`src/rtl/riscv_mem_arbiter.sv`:
```
// riscv_mem_arbiter
// Shares one single-port SRAM (CSN/WEN/BE, one-cycle read latency) between the
// instruction-fetch port (read only) and the load/store port of the core.
// Data requests win by default; read data returns to the owning port one cycle
// after its grant. STALL_CNT counts cycles in which any request was denied.
//
// Optional feature: define ARB_FAIRNESS_EN to let a fetch request that has been
// denied MAX_WAIT consecutive cycles win the next contended cycle. Without the
// macro, data priority is strict and fetch can be starved.

module riscv_mem_arbiter #(
    parameter int ADDR_W   = 12,
    parameter int AWIDTH   = 10,
    parameter int MAX_WAIT = 4
) (
    input  logic              CLK,
    input  logic              RSTn,
    // fetch port
    input  logic              I_REQ,
    input  logic [ADDR_W-1:0] I_ADDR,
    output logic              I_GNT,
    output logic              I_RVALID,
    output logic [31:0]       I_RDATA,
    // load/store port
    input  logic              D_REQ,
    input  logic              D_WEN,
    input  logic [ADDR_W-1:0] D_ADDR,
    input  logic [3:0]        D_BE,
    input  logic [31:0]       D_WDATA,
    output logic              D_GNT,
    output logic              D_RVALID,
    output logic [31:0]       D_RDATA,
    // SRAM side
    output logic              M_CSN,
    output logic              M_WEN,
    output logic [AWIDTH-1:0] M_ADDR,
    output logic [3:0]        M_BE,
    output logic [31:0]       M_DI,
    input  logic [31:0]       M_DOUT,
    // contention statistics
    output logic [31:0]       STALL_CNT
);

    // Handshake: a port raises REQ with its address/data and holds them stable
    // until it sees GNT high. Every cycle with REQ and GNT both high consumes
    // exactly one SRAM access; the port may drop or change REQ afterwards. A
    // read returns RVALID/RDATA exactly one cycle after its GNT.

    localparam int WAIT_W = $clog2(MAX_WAIT + 1);

    // Who owns the SRAM read data returning next cycle.
    typedef enum logic [1:0] {
        OWN_NONE = 2'd0,
        OWN_I    = 2'd1,
        OWN_D    = 2'd2
    } owner_t;

    owner_t            owner_q;
    logic              i_rvalid_q;
    logic              d_rvalid_q;
    logic [31:0]       stall_q;
    logic [WAIT_W-1:0] wait_q;

    logic              gnt_i;
    logic              gnt_d;
    logic              fair_due;
    logic              any_denied;

    // Address bits [1:0] select a byte inside the word and never reach the SRAM.
    logic              unused_addr_bits;
    assign unused_addr_bits = ^{I_ADDR[1:0], D_ADDR[1:0]};

`ifdef ARB_FAIRNESS_EN
    assign fair_due = (wait_q == WAIT_W'(MAX_WAIT));
`else
    assign fair_due = 1'b0;
`endif

    // Pick at most one winner per cycle; nothing is granted while in reset.
    always_comb begin
        gnt_i = 1'b0;
        gnt_d = 1'b0;
        if (RSTn) begin
            if (I_REQ && D_REQ) begin
                if (fair_due) begin
                    gnt_i = 1'b1;
                end else begin
                    gnt_d = 1'b1;
                end
            end else begin
                gnt_i = I_REQ;
                gnt_d = D_REQ;
            end
        end
    end

    assign I_GNT      = gnt_i;
    assign D_GNT      = gnt_d;
    assign any_denied = (I_REQ && !gnt_i) || (D_REQ && !gnt_d);

    // Drive the SRAM from the winner in the grant cycle; idle drives all zero.
    always_comb begin
        M_CSN  = 1'b1;
        M_WEN  = 1'b1;
        M_ADDR = '0;
        M_BE   = 4'b0000;
        M_DI   = 32'h0;
        if (gnt_d) begin
            M_CSN  = 1'b0;
            M_WEN  = D_WEN;
            M_ADDR = D_ADDR[AWIDTH+1:2];
            M_BE   = D_WEN ? 4'b0000 : D_BE;
            M_DI   = D_WDATA;
        end else if (gnt_i) begin
            M_CSN  = 1'b0;
            M_WEN  = 1'b1;
            M_ADDR = I_ADDR[AWIDTH+1:2];
            M_BE   = 4'b0000;
            M_DI   = D_WDATA;
        end
    end

    // Owner state and registered RVALIDs: record which port's read is in flight.
    always_ff @(posedge CLK) begin
        if (!RSTn) begin
            owner_q    <= OWN_NONE;
            i_rvalid_q <= 1'b0;
            d_rvalid_q <= 1'b0;
        end else if (gnt_d && D_WEN) begin
            owner_q    <= OWN_D;
            i_rvalid_q <= 1'b0;
            d_rvalid_q <= 1'b1;
        end else if (gnt_i) begin
            owner_q    <= OWN_I;
            i_rvalid_q <= 1'b1;
            d_rvalid_q <= 1'b0;
        end else begin
            owner_q    <= OWN_NONE;
            i_rvalid_q <= 1'b0;
            d_rvalid_q <= 1'b0;
        end
    end

    assign I_RVALID = i_rvalid_q;
    assign D_RVALID = d_rvalid_q;
    assign I_RDATA  = (owner_q == OWN_I) ? M_DOUT : 32'h0;
    assign D_RDATA  = (owner_q == OWN_D) ? M_DOUT : 32'h0;

    // Saturating count of cycles in which some request was left waiting.
    always_ff @(posedge CLK) begin
        if (!RSTn) begin
            stall_q <= 32'h0;
        end else if (any_denied && (stall_q != 32'hFFFF_FFFF)) begin
            stall_q <= stall_q + 32'd1;
        end
    end

    assign STALL_CNT = stall_q;

    // Consecutive fetch denials, saturating at MAX_WAIT; cleared by a fetch
    // grant or by the fetch port going idle.
    always_ff @(posedge CLK) begin
        if (!RSTn) begin
            wait_q <= '0;
        end else if (I_REQ && !gnt_i) begin
            if (wait_q != WAIT_W'(MAX_WAIT)) begin
                wait_q <= wait_q + WAIT_W'(1);
            end
        end else begin
            wait_q <= '0;
        end
    end

endmodule

```
`config.mk`:
```
export PLATFORM = sky130hd
export DESIGN_NAME = riscv_mem_arbiter
export DESIGN_NICKNAME = d
export VERILOG_FILES = /design/src/rtl/riscv_mem_arbiter.sv
export SDC_FILE = /design/constraint.sdc
export NUM_CORES = 1
export LEC_CHECK = 0
export BUFFER_PORTS_ARGS = -buffer_cell sky130_fd_sc_hd__clkbuf_2
export CELL_PAD_IN_SITES_DETAIL_PLACEMENT = 0
export CELL_PAD_IN_SITES_GLOBAL_PLACEMENT = 2
export CORE_UTILIZATION = 15
export DETAILED_ROUTE_END_ITERATION = 12
export GPL_TIMING_DRIVEN = 0
export HOLD_SLACK_MARGIN = 0.12
export PLACE_DENSITY = 0.85
export SLEW_MARGIN = 20
export SYNTH_ARGS = -nofsm -noshare
export SYNTH_HDL_FRONTEND = slang
export SYNTH_SLANG_ARGS = --single-unit
```
`constraint.sdc`:
```
create_clock -name CLK -period 1.7 [get_ports CLK]
set_input_delay 0.085 -clock CLK [delete_from_list [all_inputs] [get_ports CLK]]
set_output_delay 0.085 -clock CLK [all_outputs]
set_load 0.02 [all_outputs]
```
==> results.yml, run 1 <==
status:
  status: "finished, violations left"
  violations: "setup timing"
cts:
  clockBufferDepth: 2
  clk_pin_slew_ns: 0.06
  clock_sinks: 34
  cts-root-buf: "clkbuf_16"
  cts_tree: "built"
  numCtsBuffers: 5
  worst_skew_pair.late_latency_ns: 0.28
  cts.htree.levels: 2
global_routing:
  grt_use_total_pct: 12.4
  antenna_found_initial: 0
  overflow: 0
  grt_pass1_vias: 3221
  grt_pass1_wl_um: 17400
  grt_max_degree: 11
floorplan:
  core_area_mm2: 0.0167
  rows: 47
  die_area_mm2: 0.0177
  start_util_pct: 15.4
  die_y_um: 133
  die_x_um: 133
  ioPinCount: 245
final_layout:
  design_area_mm2: 0.00487
  layout.cells.non_filler: 841
  syn_to_final_growth_pct: 89.0
  nFillCells: 1878
  postLayoutCoreUtil_pct: 29.1
  diodes: 0
  final-seq-area_um2: 756
  multi_input_area_mm2: 0.00203
  drive_gt1_share_pct: 58.1
  final_nets: 718
logic_synthesis:
  yosys.cell_count.top_type: "and2_1"
  synth-edff-count: 0
  netlist_area_mm2: 0.00257
  netlist_instances: 342
  synthTopCellsByArea: "dfxtp_1 (26%), and2_1 (25%), a21oi_1 (3.9%), o31ai_1 (3.8%), a22o_1 (3.4%)"
  synth_top_area_cell: "dfxtp_1"
  synth_common_cells: "and2_1 (102), dfxtp_1 (34), nand2_1 (23)"
  synthDistinctLibCells: 43
  synth_top_area_share_pct: 26.4
  seq_area_frac_synth_pct: 26.4
  synth_seq_cells: 34
  syn_avg_cell_area_um2: 7.53
  synthArstFlopShare_pct: 0
  ys_warn_count: 0
  ys.flop_type: "dfxtp_1"
  synth_nets: 440
sta:
  hold_ws_ns: 0.200
  hold_viol_final: 0
  setup_ws_ns: -0.201
  fin_skew_ns: 0.00399
  fin_crit_ns: 1.90
  slew_headroom_pct: 59.9
  worstMarginPinSlew_ns: 0.601
  setup_violations: 27
  rsz0062_at_grt: "yes"
  layout_worst_path_cycle_share_pct: 112
  fmaxAchievable_mhz: 526
  maxSlewViolCount: 0
critical_path:
  worst-r2r-cell-count: 7
  end_kind: "flop"
  cp_cell_sequence: "nand4_1, or4_4, nor3_4, buf_6, buf_6, or4_4, a21oi_1"
  cpMaxStageDelayCell: "or4_4"
  cpPeakStageDelay_ns: 0.57
  path_class: "reg -> reg"
  path_buf_inv: 2
  crit_fanout: 7
  reg2reg_from: "STALL_CNT[20]$_SDFFE_PN0P_"
  ff2ff_setup_slack_ns: -0.20
  required_ns: 1.84
  r2r_end: "STALL_CNT[23]$_SDFFE_PN0P_"
  cp_top_family: "simple AND/OR/NAND/NOR gates"
  arrival_ns: 2.04
  cp-start-kind: "flop"
pwr:
  power_mw: 2.28
  leakage_nw: 2.32
  p_per_area_mw_per_mm2: 469
  max-vdd-ir-drop_mv: 0.289
placement:
  placed_area_mm2: 0.00411
  gp_congestion: 0.774
  dp_hpwl_um: 9180
  dp_cells: 801
  portBuffers: 239
detailed_routing:
  postRouteAntennaNets: 0
  drtPass1Iterations: 4
  drt_wl_total_um: 11700
  wl_per_cell_um: 13.9
  drt_iter0_drc: 207
  via_count: 3545
  via_per_inst: 4.22
  post-route-drc-count: 0
worst_hold_path:
  hold_class: "in -> reg"
  hold_depth: 3
  min-delay-start: "RSTn"
  worstHoldEndpoint: "STALL_CNT[30]$_SDFFE_PN0P_"
flow_run:
  cap_violations: 0
layer usage:
metal / part of all wire [%] / vias to the layer above / track usage (%)
met5: 0 / - / 0
met4: 1.2 / 0 / 2.49
met3: 5.3 / 11 / 2.61
met2: 50 / 120 / 21.4
met1: 43 / 1639 / 15.9
li1: - / 1775 / -
stage by stage:
stage                     TNS, ns  worst slack, ns
final                       -4.05           -0.201
after detailed placement   -21.64           -0.452
after global placement     -21.67           -0.464
after floorplan             -3.00           -0.156
after global routing        -6.55           -0.296
after CTS                   -5.43           -0.228
worst min-delay path, delay by kind of cell:
kind / cells / cell delay [ns]
buffers and inverters: 1 / 0.19
muxes: 1 / 0.05
and+or+nand+nor: 1 / 0.11
cells in the final DEF (no fill, tap or decap), types with 4 or more instances in the layout:
cell type / count
a21oi_2: 4
and2_1: 101
a22o_1: 10
nand2b_1: 5
a21oi_1: 17
dfxtp_1: 8
nand4_1: 11
o31ai_1: 9
dfxtp_4: 17
nand3_4: 4
clkbuf_1: 6
nand3_1: 8
or4_1: 8
clkbuf_2: 248
clkbuf_16: 6
dfxtp_2: 9
nand2_1: 22
or3_1: 6
buf_4: 24
buf_6: 5
or4_4: 4
mux2i_1: 7
nor2_1: 10
inv_1: 10
power breakdown:
group / switching (mW) / leakage, nW / internal, mW / total, mW
logic: 0.328 / 1.95 / 0.225 / 0.553
clock network: 0.355 / 0.0739 / 0.581 / 0.936
registers: 0.0116 / 0.293 / 0.782 / 0.794
cell type report:
cell class              instances  share of cell area [%]
flip-flops and latches         34                    15.5
multi-input cells             278                    41.8
plain buffers                  20                    2.57
clock buffers                   7                    2.93
well taps                     220                    5.66
inverters                      10                   0.771
clock inverters                 1                   0.103
repair buffers                271                    30.7
sequential cells by signal, indices dropped and copies added (netlist names):
register and flops:
owner_q 1, STALL_CNT 32, I_RVALID 1
kinds of logic after synthesis:
logic type | synth area share, %
buffers and inverters | 5.10
AOI/OAI and AO/OA | 15.4
DFF | 26.4
muxes | 2.72
and+or+nand+nor | 48.0
xor gates and xnor gates | 1.02
adders and majority gates | 1.31
what timing repair did:
item,CTS,global route
pin swaps,13,21
gates cloned,1,1
setup buffers,17,10
hold endpoints to repair,2,0
gates resized for setup,28,65
endpoints found under the setup margin,136,113
hold buffers,3,0
worst max-delay path by stage:
stage	from	endpoint	slack [ns]	cells after the start
6_report	STALL_CNT[20]$_SDFFE_PN0P_	STALL_CNT[23]$_SDFFE_PN0P_	-0.20	7
5_1_grt	STALL_CNT[24]$_SDFFE_PN0P_	STALL_CNT[17]$_SDFFE_PN0P_	-0.30	7
4_1_cts	STALL_CNT[20]$_SDFFE_PN0P_	STALL_CNT[21]$_SDFFE_PN0P_	-0.23	7
3_5_place_dp	STALL_CNT[17]$_SDFFE_PN0P_	STALL_CNT[21]$_SDFFE_PN0P_	-0.45	7
3_3_place_gp	STALL_CNT[17]$_SDFFE_PN0P_	STALL_CNT[5]$_SDFFE_PN0P_	-0.46	7
2_1_floorplan	STALL_CNT[17]$_SDFFE_PN0P_	STALL_CNT[26]$_SDFFE_PN0P_	-0.16	5
No activity file was read; power rests on OpenSTA's default activity.
==> run 2: changes to the inputs <==
CORE_UTILIZATION = 16   (was 15)
CTS_BUF_LIST = sky130_fd_sc_hd__clkbuf_8   (was default)
PLACE_DENSITY = 0.89   (was 0.85)
==> results.yml, run 2 (same netlist as run 1, synthesis figures left out) <==
status:
  status: "finished, violations left"
  violations: "setup timing"
detailed_routing:
  wl_per_cell_um: 13.1
  postRouteAntennaNets: 0
  via_per_inst: 4.28
  via_count: 3576
  drt_iter0_drc: 223
  drtPass1Iterations: 4
  drt_wl_total_um: 10900
  post-route-drc-count: 0
floorplan:
  core_area_mm2: 0.0158
  start_util_pct: 16.3
  die_y_um: 129
  die_area_mm2: 0.0166
  rows: 46
  ioPinCount: 245
  die_x_um: 129
placement:
  dp_hpwl_um: 8450
  portBuffers: 239
  dp_slack_ns: -0.421
  dp_cells: 797
  gp_congestion: 0.779
  placed_area_mm2: 0.00410
pwr:
  seq_power_share_pct: 34.5
  p_switching_uw: 661
  power_mw: 2.30
  clkPwrFrac_pct: 41.6
  combPwrFrac_pct: 23.9
  swShare_pct: 28.8
  power.internal_mw: 1.64
  leakage_nw: 2.31
  max-vdd-ir-drop_mv: 0.284
  p_per_area_mw_per_mm2: 474
final_layout:
  syn_to_final_growth_pct: 88.0
  largest_reg_flops: 32
  final-seq-area_um2: 749
  design_area_mm2: 0.00484
  layout.cells.non_filler: 836
  multi_input_area_mm2: 0.00202
  diodes: 0
  final_common_cell: "clkbuf_2"
  drive_gt1_share_pct: 58.7
  final_cell_mix: "clkbuf_2 (248), and2_1 (101), buf_4 (23), nand2_1 (22)"
  nFillCells: 1733
  final_nets: 717
sta:
  fin_crit_ns: 1.91
  setup_violations: 31
  fin_skew_ns: 0.0117
  rsz0062_at_grt: "yes"
  setup_ws_ns: -0.209
  worstMarginPinSlew_ns: 0.605
  hold_viol_final: 0
  maxSlewViolCount: 0
  slew_headroom_pct: 59.6
  layout_worst_path_cycle_share_pct: 112
  fmaxAchievable_mhz: 524
critical_path:
  ff2ff_setup_slack_ns: -0.21
  r2r_end: "STALL_CNT[27]$_SDFFE_PN0P_"
  critical_path.startpoint: "STALL_CNT[27]$_SDFFE_PN0P_"
  path_class: "reg -> reg"
  end_kind: "flop"
  worst-r2r-cell-count: 7
  required_ns: 1.90
  cp-start-kind: "flop"
  cp-endpoint: "STALL_CNT[27]$_SDFFE_PN0P_"
  reg2reg_from: "STALL_CNT[27]$_SDFFE_PN0P_"
  arrival_ns: 2.11
  crit_fanout: 5
cts:
  cts_tree: "built"
  worst_skew_pair.late_latency_ns: 0.29
  numCtsBuffers: 5
  clockBufferDepth: 2
  clock_sinks: 34
  clk_pin_slew_ns: 0.08
  cts-root-buf: "clkbuf_8"
  cts.htree.levels: 2
global_routing:
  grt_pass1_vias: 3091
  grt_pass1_wl_um: 15700
  overflow: 0
  grt_max_degree: 12
  antenna_found_initial: 0
  grt_use_total_pct: 12.0
flow_run:
  cap_violations: 0
worst_hold_path:
  hold_class: "in -> reg"
[run 2: worst min path at each step]
stage,startpoint,endpoint,slack [ns],depth (start not counted)
2_1_floorplan,D_REQ,I_RVALID$_SDFF_PP0_,0.16,1
3_3_place_gp,D_REQ,I_RVALID$_SDFF_PP0_,0.34,2
3_5_place_dp,D_REQ,I_RVALID$_SDFF_PP0_,0.33,2
4_1_cts,RSTn,STALL_CNT[30]$_SDFFE_PN0P_,0.21,3
5_1_grt,RSTn,STALL_CNT[30]$_SDFFE_PN0P_,0.24,3
6_report,RSTn,STALL_CNT[30]$_SDFFE_PN0P_,0.19,3
[run 2: layout make-up]
class / instances / share of cell area (%)
clock buffer: 6 / 1.71
tap: 216 / 5.58
inverter: 10 / 0.775
sequential: 34 / 15.5
clock inverter: 2 / 1.24
buffer: 20 / 2.58
timing repair buffer: 270 / 30.9
multi-input combinational: 278 / 41.8
[run 2: per-stage QoR]
stage	hold WS (ns)	utilization, %	setup TNS, ns
after floorplan	0.164	-	-3.00
after global placement	0.338	26.0	-21.06
after detailed placement	0.329	26.0	-20.54
after CTS	0.206	29.0	-7.18
after global routing	0.236	30.7	-7.45
final	0.192	30.7	-4.42
[run 2: worst max-delay path, cell delays in order (launching register included)]
cell and delay, ns:
dfxtp_2 0.39, nand4_1 0.18, or3_4 0.48, nor3_4 0.26, buf_6 0.16, clkbuf_16 0.15
o31ai_4 0.05, a21oi_1 0.17
[run 2: power by group through the flow]
stage	clock (mW)	combinational, mW	sequential, mW
detailed placement	0	0.534	0.820
finish	0.956	0.550	0.791
CTS	0.980	0.553	0.800
global route	1.01	0.601	0.793
floorplan	0	0.274	0.828
global placement	0	0.537	0.820
[run 2: timing repair]
item	in CTS	in global routing
setup buffers	15	11
resized for setup	35	54
pin swaps	21	24
hold endpoints to repair	2	0
endpoints found under the setup margin	136	93
gates cloned	1	1
hold buffers	3	0
[run 2: metal layers]
layer,GRT usage (%),share of wire [%],vias to the layer above,wire length [µm]
met3,2.62,7.2,6,789
li1,-,-,1763,-
met4,2.49,0.71,0,78
met1,15.8,44,1659,4840
met5,0,0,-,0
met2,20.1,48,148,5220
